--- src/rtl/pkt_deq_drain_pkg.sv ---
// Shared definitions for the packet comparator slice: the priority width and
// the drain engine status encoding.
package pkt_h;

    localparam int PRIOR_W = 6;

    typedef enum logic [1:0] {
        IDLE,
        RUN,
        THROTTLE,
        BACKPRESSURE
    } drain_state_e;

endpackage

--- src/rtl/pkt_sync_fifo.sv ---
// Synchronous FIFO with first-word fall-through output read straight from the
// register array; wrap-bit pointers distinguish full from empty.
module pkt_sync_fifo #(
    parameter int WIDTH = 38,
    parameter int DEPTH = 8
) (
    input  logic             clk,
    input  logic             rst,
    input  logic             wr_en,
    input  logic [WIDTH-1:0] wr_data,
    output logic             full,
    input  logic             rd_en,
    output logic [WIDTH-1:0] rd_data,
    output logic             empty
);

    localparam int AW = $clog2(DEPTH);

    logic [AW:0]      wptr;
    logic [AW:0]      rptr;
    logic [WIDTH-1:0] mem [DEPTH];
    logic             do_wr;
    logic             do_rd;

    assign full  = (wptr[AW-1:0] == rptr[AW-1:0]) && (wptr[AW] != rptr[AW]);
    assign empty = (wptr == rptr);

    // A full FIFO refuses writes even when a read frees a slot this cycle.
    assign do_wr = wr_en && !full;
    assign do_rd = rd_en && !empty;

    always_ff @(posedge clk) begin
        if (!rst) begin
            wptr <= '0;
            rptr <= '0;
        end else begin
            if (do_wr) wptr <= wptr + 1'b1;
            if (do_rd) rptr <= rptr + 1'b1;
        end
    end

    always_ff @(posedge clk) begin
        if (do_wr) mem[wptr[AW-1:0]] <= wr_data;
    end

    // The head is forced to zero while empty so stale entries never show.
    assign rd_data = empty ? '0 : mem[rptr[AW-1:0]];

endmodule

--- src/rtl/pkt_deq_drain.sv ---
// Drain engine: pops comparator head packets under a token-bucket limit into
// a local FIFO and streams them downstream; exports status and statistics.
module pkt_deq_drain
    import pkt_h::*;
#(
    parameter int DWIDTH = 32,
    parameter int DEPTH  = 8,
    parameter int BURST  = 4
) (
    input  logic               clk,
    input  logic               rst,
    input  logic               q_valid,
    input  logic [DWIDTH-1:0]  q_data,
    input  logic [PRIOR_W-1:0] q_prior,
    output logic               q_deque_en,
    input  logic               cfg_en,
    input  logic [7:0]         cfg_rate,
    output logic               m_valid,
    input  logic               m_ready,
    output logic [DWIDTH-1:0]  m_data,
    output logic [PRIOR_W-1:0] m_prior,
    output logic [1:0]         state,
    output logic [31:0]        stat_pkts,
    output logic [PRIOR_W-1:0] stat_max_prior
);

    localparam int ACC_W = $clog2(BURST) + 9;
    localparam int FW    = DWIDTH + PRIOR_W;
    localparam logic [ACC_W:0] CAP = (ACC_W + 1)'(BURST) << 8;
    localparam logic [ACC_W:0] ONE_TOKEN = (ACC_W + 1)'(256);

    logic [ACC_W-1:0] acc;
    logic [ACC_W:0]   acc_sum;
    logic [ACC_W-1:0] acc_next;
    logic             tokens_zero;
    logic             pop_en;
    logic             fifo_full;
    logic             fifo_empty;
    logic [FW-1:0]    fifo_head;
    drain_state_e     state_q;
    drain_state_e     state_next;

    assign tokens_zero = (acc[ACC_W-1:8] == '0);

    // The upstream pop is gated by the reset input itself and by an enable
    // cleared in reset, so no head is consumed in or just after reset.
    assign q_deque_en = rst && pop_en && q_valid && cfg_en && !fifo_full && !tokens_zero;

    // Add the refill, take one token on a pop, then clip at the bucket cap.
    always_comb begin
        acc_sum = {1'b0, acc} + (ACC_W + 1)'(cfg_rate);
        if (q_deque_en) acc_sum = acc_sum - ONE_TOKEN;
        acc_next = (acc_sum > CAP) ? CAP[ACC_W-1:0] : acc_sum[ACC_W-1:0];
    end

    always_comb begin
        state_next = RUN;
        if (!cfg_en)          state_next = IDLE;
        else if (fifo_full)   state_next = BACKPRESSURE;
        else if (tokens_zero) state_next = THROTTLE;
    end

    always_ff @(posedge clk) begin
        if (!rst) begin
            acc            <= CAP[ACC_W-1:0];
            pop_en         <= 1'b0;
            state_q        <= IDLE;
            stat_pkts      <= '0;
            stat_max_prior <= '0;
        end else begin
            acc     <= acc_next;
            pop_en  <= 1'b1;
            state_q <= state_next;
            if (q_deque_en) begin
                stat_pkts <= stat_pkts + 32'd1;
                if (q_prior > stat_max_prior) stat_max_prior <= q_prior;
            end
        end
    end

    assign state = state_q;

    // Downstream stream: a beat transfers when m_valid and m_ready are both
    // high; while m_valid is high without m_ready the head holds steady.
    pkt_sync_fifo #(
        .WIDTH (FW),
        .DEPTH (DEPTH)
    ) u_fifo (
        .clk     (clk),
        .rst     (rst),
        .wr_en   (q_deque_en),
        .wr_data ({q_prior, q_data}),
        .full    (fifo_full),
        .rd_en   (m_ready),
        .rd_data (fifo_head),
        .empty   (fifo_empty)
    );

    assign m_valid = !fifo_empty;
    assign m_data  = fifo_head[DWIDTH-1:0];
    assign m_prior = fifo_head[FW-1:DWIDTH];

endmodule
--- config.mk ---
export PLATFORM = sky130hd
export DESIGN_NAME = pkt_deq_drain
export DESIGN_NICKNAME = d
export VERILOG_FILES = /design/src/rtl/pkt_deq_drain_pkg.sv /design/src/rtl/pkt_sync_fifo.sv /design/src/rtl/pkt_deq_drain.sv
export SDC_FILE = /design/constraint.sdc
export NUM_CORES = 1
export LEC_CHECK = 0
export BUFFER_PORTS_ARGS = -buffer_cell sky130_fd_sc_hd__buf_4
export CORE_ASPECT_RATIO = 0.5
export CORE_MARGIN = 1
export CORE_UTILIZATION = 59
export CTS_CLUSTER_SIZE = 40
export DETAILED_ROUTE_END_ITERATION = 7
export PLACE_DENSITY = 0.75
export REMOVE_ABC_BUFFERS = 1
export SYNTH_ARGS = -nofsm -noshare
export SYNTH_HDL_FRONTEND = slang
export SYNTH_SLANG_ARGS = --single-unit
--- constraint.sdc ---
create_clock -name clk -period 7.2 [get_ports clk]
set_input_delay 1.44 -clock clk [delete_from_list [all_inputs] [get_ports clk]]
set_output_delay 1.44 -clock clk [all_outputs]
set_load 0.05 [all_outputs]
## Word-level counts from Yosys, hierarchy flattened

Memories as Yosys holds them, arrays and structs flattened. A register that Yosys moved wholly into a read port is not among the register bits.
Index checks and enable logic that the tools add are counted.

- Register bits: 60
- Bits in latches: 0
- Memory bits (writable): 304
- Memory bits (read-only): 0
- Output and inout bits: 80
- Word-level logic and storage cells: 43
- Memories: 1

Memory list:

| memory | words | bits a word | rd ports | clocked after memory_dff | write ports | RTL line | RTL |
|---|---|---|---|---|---|---|---|
| u_fifo.mem | 8 | 38 | 1 | 1 | 1 | pkt_sync_fifo.sv:21 | `logic [WIDTH-1:0] mem [DEPTH];` |

- Add/sub/neg operators: 5
- Multipliers: 0
- Div/mod/pow operators: 0
- Order comparisons: 2
- Equal/unequal tests: 3
- Shift-type cells: 0
- Mux-type cells: 9
- Bitwise operators: 1
- Reduce and logical (&&, ||, !) cells: 15

Operators with widths:

| cell | number |
|---|---|
| 38-bit 2-to-1 mux | 1 |
| 32-bit by 1-bit adder with 32-bit output, second input constant | 1 |
| 11-bit by 8-bit adder with 12-bit output | 1 |
| 12-bit by 11-bit > comparator with 1-bit output, second input constant | 1 |
| 12-bit 2-to-1 mux | 1 |
| 12-bit by 9-bit subtractor with 12-bit output, second input constant | 1 |
| 4-bit by 1-bit adder with 4-bit output, second input constant | 2 |
| 1-bit logical AND | 8 |
| 6-bit > comparator | 1 |
| 3-bit 2-to-1 mux | 2 |
| 4-bit == test | 1 |
| 2-bit 2-to-1 mux | 2 |
| 2-bit AND reduction | 2 |
| 3-bit == test | 1 |
| 1-bit logical NOT | 3 |
| 3-bit logical NOT | 1 |
| 1-bit 2-to-1 mux | 3 |
| 2-bit OR reduction | 1 |
| 1-bit inequality test | 1 |
| 1-bit NOT | 1 |

## Logic depth before layout (Yosys ltp)

- Depth in word-level cells: 8
- Gate-level depth with buffers: 12
- Gate-level depth less buffers: 12

## Cells and area by module

A second synthesis with hierarchy kept.

- Cells, all modules: 889
- Area total of the unflattened synthesis: 15,317.2 um^2

By module, submodules not included:

| module | instances | cells each | area each (um^2) | sequential area each (um^2) |
|---|---|---|---|---|
| pkt_sync_fifo | 1 | 565 | 12,416.9 | 9,349.0 |
| pkt_deq_drain | 1 | 324 | 2,900.3 | 1,041.0 |

## Worst setup path after synthesis

No wires, ideal clock.

- Path kind: in2reg
- From: in cfg_en
- To: mem u_fifo.mem[4][0], enable pin
- Setup time: 0.542 ns
- Arrival time: 6.041 ns
- Data required time: 6.658 ns
- Slack: 0.617 ns
- Stages on the path: 5
- Path through: nand2_1 -> nor3_1 -> nand2_1 -> buf_6 -> nor4b_1

- Word-level cells in the longest chain between the ends: 6

RTL lines:

| element | RTL line | RTL |
|---|---|---|
| start: declaration | pkt_deq_drain.sv:16 | `input logic cfg_en,` |
| 1-bit logical AND (3 in a row) | pkt_deq_drain.sv:47 | `assign q_deque_en = rst && pop_en && q_valid && cfg_en && !fifo_full && !tokens_zero;` |
| 1-bit logical AND | pkt_sync_fifo.sv:29 | `assign do_wr = wr_en && !full;` |
| 1-bit 2-to-1 mux | pkt_sync_fifo.sv:43 | `if (do_wr) mem[wptr[AW-1:0]] <= wr_data;` |
| 1-bit 2-to-1 mux (not written as such) | pkt_sync_fifo.sv:43 |  |
| end: declaration | pkt_sync_fifo.sv:21 |  |

Every way passes these cells.

==> results.toml <==
[cells_and_area]
diodes = 0
final_common_cell = "edfxtp_1"
utilization = 0.701
final_cells = 1349
multi_input_area_mm2 = 0.00412
syn_to_final_growth_pct = 15.8
nNetsFinal = 1058
finalInstanceArea_mm2 = 0.0170
drive_above_1_share = 0.284
n_fill_cell = 1581
most-common-layout-cells = "edfxtp_1, buf_4, nor2_1"
seq_area_mm2 = 0.0104

[route]
drt_first_iter_violations = 614
via_per_inst = 5.75
ant_nets = 0
drtPass1Iterations = 5
wl_per_cell_um = 20.8
wirelength_mm = 28.1
vias = 7759
drc_errors = 0

[yosys]
syn_area_mm2 = 0.0147
async_flop_share = 0
ys_seq_area_frac = 0.708
synthCells = 850
synth_edf_count = 304
yosys_warnings = 0
synth_top_area_frac = 0.622
ys_ff_latch = 367
syn_avg_cell_area_um2 = 17.3
synth-main-ff-cell = "edfxtp_1"
synth.distinct_cells = 54
yosys.area.top_type = "edfxtp_1"
synth_area_leaders = "edfxtp_1, mux4_2, dfxtp_1, mux2i_1, nor2_1"

[worst_setup_path]
critical_path_class = "reg -> out"
cp.required_ns = 5.76
crit_arrival_ns = 3.35
end_kind = "output pin"
crit_fanout = 49
cp-start-kind = "flip-flop"

[power]
vdd_ir_drop_max_uv = 189
leakage_uw = 0.00560
power_density_mw_per_mm2 = 242
clkPwrFrac = 0.377
p_comb_frac = 0.060
switching_share = 0.217
power_frac_seq = 0.563
p_int_uw = 3220
p_switching_uw = 894

[clock_tree]
postCtsSetupBuffers = 0
cts_buffer_depth = 3
worstSkewPairLatency_ns = 0.57
cts.clk_slew.worst_paths_ns = 0.07
numClockSinks = 367
postCtsHoldBufs = 0
cts_tree = "done"
numCtsBuffers = 31
cts_root_buf = "clkbuf_16"
cts_htree_levels = 1
cts_resized = 0

[die]
die_h_um = 114
io_pins = 131
fp.dieW_um = 225
core_area_mm2 = 0.0242
start_util = 0.606
die-area_mm2 = 0.0255
rows = 40

[placed_design]
dpl_cell_area_mm2 = 0.0161
hpwlAfterDp_mm = 15.6
dp_cells = 1291
routabilityCongestion = 0.825
portBuffers = 130

[status]
outcome = "finished clean"

[timing]
min_period_over_period = 0.666
tns_ns = 0
timing.final.hold_violations = 0
tightest_slew_ns = 1.11
rsz0062_at_grt = "false"
drv_slew = 0
setup_viol = 0
clock_skew_ns = 0.0147
period_needed_ns = 4.79
max_freq_mhz = 209
slew-limit-headroom = 0.261

[global_routing]
grt_max_degree = 77
grt_pass1_vias = 7985
grt_overflow_total = 0
antenna_found_initial = 0
grt_pass1_wl_mm = 44.0
grt_usage = 0.226

[min_path]
hp-class = "reg -> reg"

[job]
cap_violations = 0
-- synthesized netlist by cell type, drive strengths merged (2+ instances only) --
master	n
nor4b	2
mux4	76
edfxtp	304
xnor2	18
nand3	13
mux2i	45
o21a	3
inv	14
dfxtp	63
xor2	24
o211ai	2
or3	10
nand2	36
buf	18
and3	2
and4	6
a211oi	2
o21ai	10
ha	18
clkbuf	19
and2	2
a21o	5
a21oi	16
nor2	98
nor3	8
o21bai	2
nand4	10
nor4	2
nor3b	5
-- power by group through the flow --
stage	Sequential (uW)	Clock (uW)	Combinational, uW
after floorplan	2370	0	152
after global placement	2360	0	245
after detailed placement	2370	0	250
after CTS	2320	1580	251
after global routing	2320	1660	266
final	2320	1550	248
-- logic make-up (layout without fill, tap and decap cells) --
| logic type | after synthesis | in the layout | share of synthesized area |
|---|---|---|---|
| AOI/OAI and AO/OA | 49 | 49 | 0.0228 |
| muxes | 122 | 122 | 0.148 |
| and+or+nand+nor | 199 | 199 | 0.0635 |
| DFF | 367 | 367 | 0.708 |
| buffers and inverters | 51 | 214 | 0.0143 |
| xor gates and xnor gates | 43 | 43 | 0.0267 |
| adders and majority gates | 19 | 19 | 0.0167 |
-- per-stage QoR --
step	hold WS, ns	setup slack [ns]	power (uW)
after detailed placement	0.489	2.77	2620
after floorplan	0.503	0.612	2520
after global routing	0.530	2.10	4250
after CTS	0.500	2.26	4150
final	0.500	2.41	4120
after global placement	0.481	2.81	2610
-- state kept, by name (all words and copies together), names as in the netlist, named ones only --
register        flops
stat_max_prior      6
state               2
u_fifo.wptr         4
acc                11
pop_en              1
u_fifo.rptr         4
stat_pkts          32
u_fifo.mem        304
-- worst paths after layout --
check | start | to | slack [ns] | cells after the start
max | flip-flop | m_data[29] | 2.41 | 5
min | stat_pkts[1]$_SDFFE_PN0P_ | stat_pkts[1]$_SDFFE_PN0P_ | 0.50 | 2
max reg2reg | u_fifo.wptr[1]$_SDFFE_PN0P_ | u_fifo.mem[7][32]$_DFFE_PP_ | 3.92 | 7
min reg2reg | stat_pkts[1]$_SDFFE_PN0P_ | stat_pkts[1]$_SDFFE_PN0P_ | 0.50 | 2
-- critical path, cell delays in order, from the launching register on --
cell and delay, ns:
dfxtp_4 1.00, buf_4 0.61, mux4_2 0.60, mux2i_1 0.19, nor2_1 0.08, buf_4 0.25
-- area by class of cell --
class                   instances  area share
inverters                      14     0.00309
clock inverters                24     0.00832
flip-flops and latches        367       0.612
well taps                     336      0.0247
multi-input cells             432       0.243
repair buffers                142      0.0627
clock buffers                  34      0.0463
-- layer usage --
| layer | share of wire | track usage | up-vias |
|---|---|---|---|
| met4 | 0.012 | 0.0449 | 0 |
| li1 | - | - | 3569 |
| met2 | 0.50 | 0.378 | 186 |
| met5 | 0 | 0 | - |
| met3 | 0.053 | 0.0440 | 29 |
| met1 | 0.43 | 0.317 | 3975 |
No activity file was read; power rests on OpenSTA's default activity.
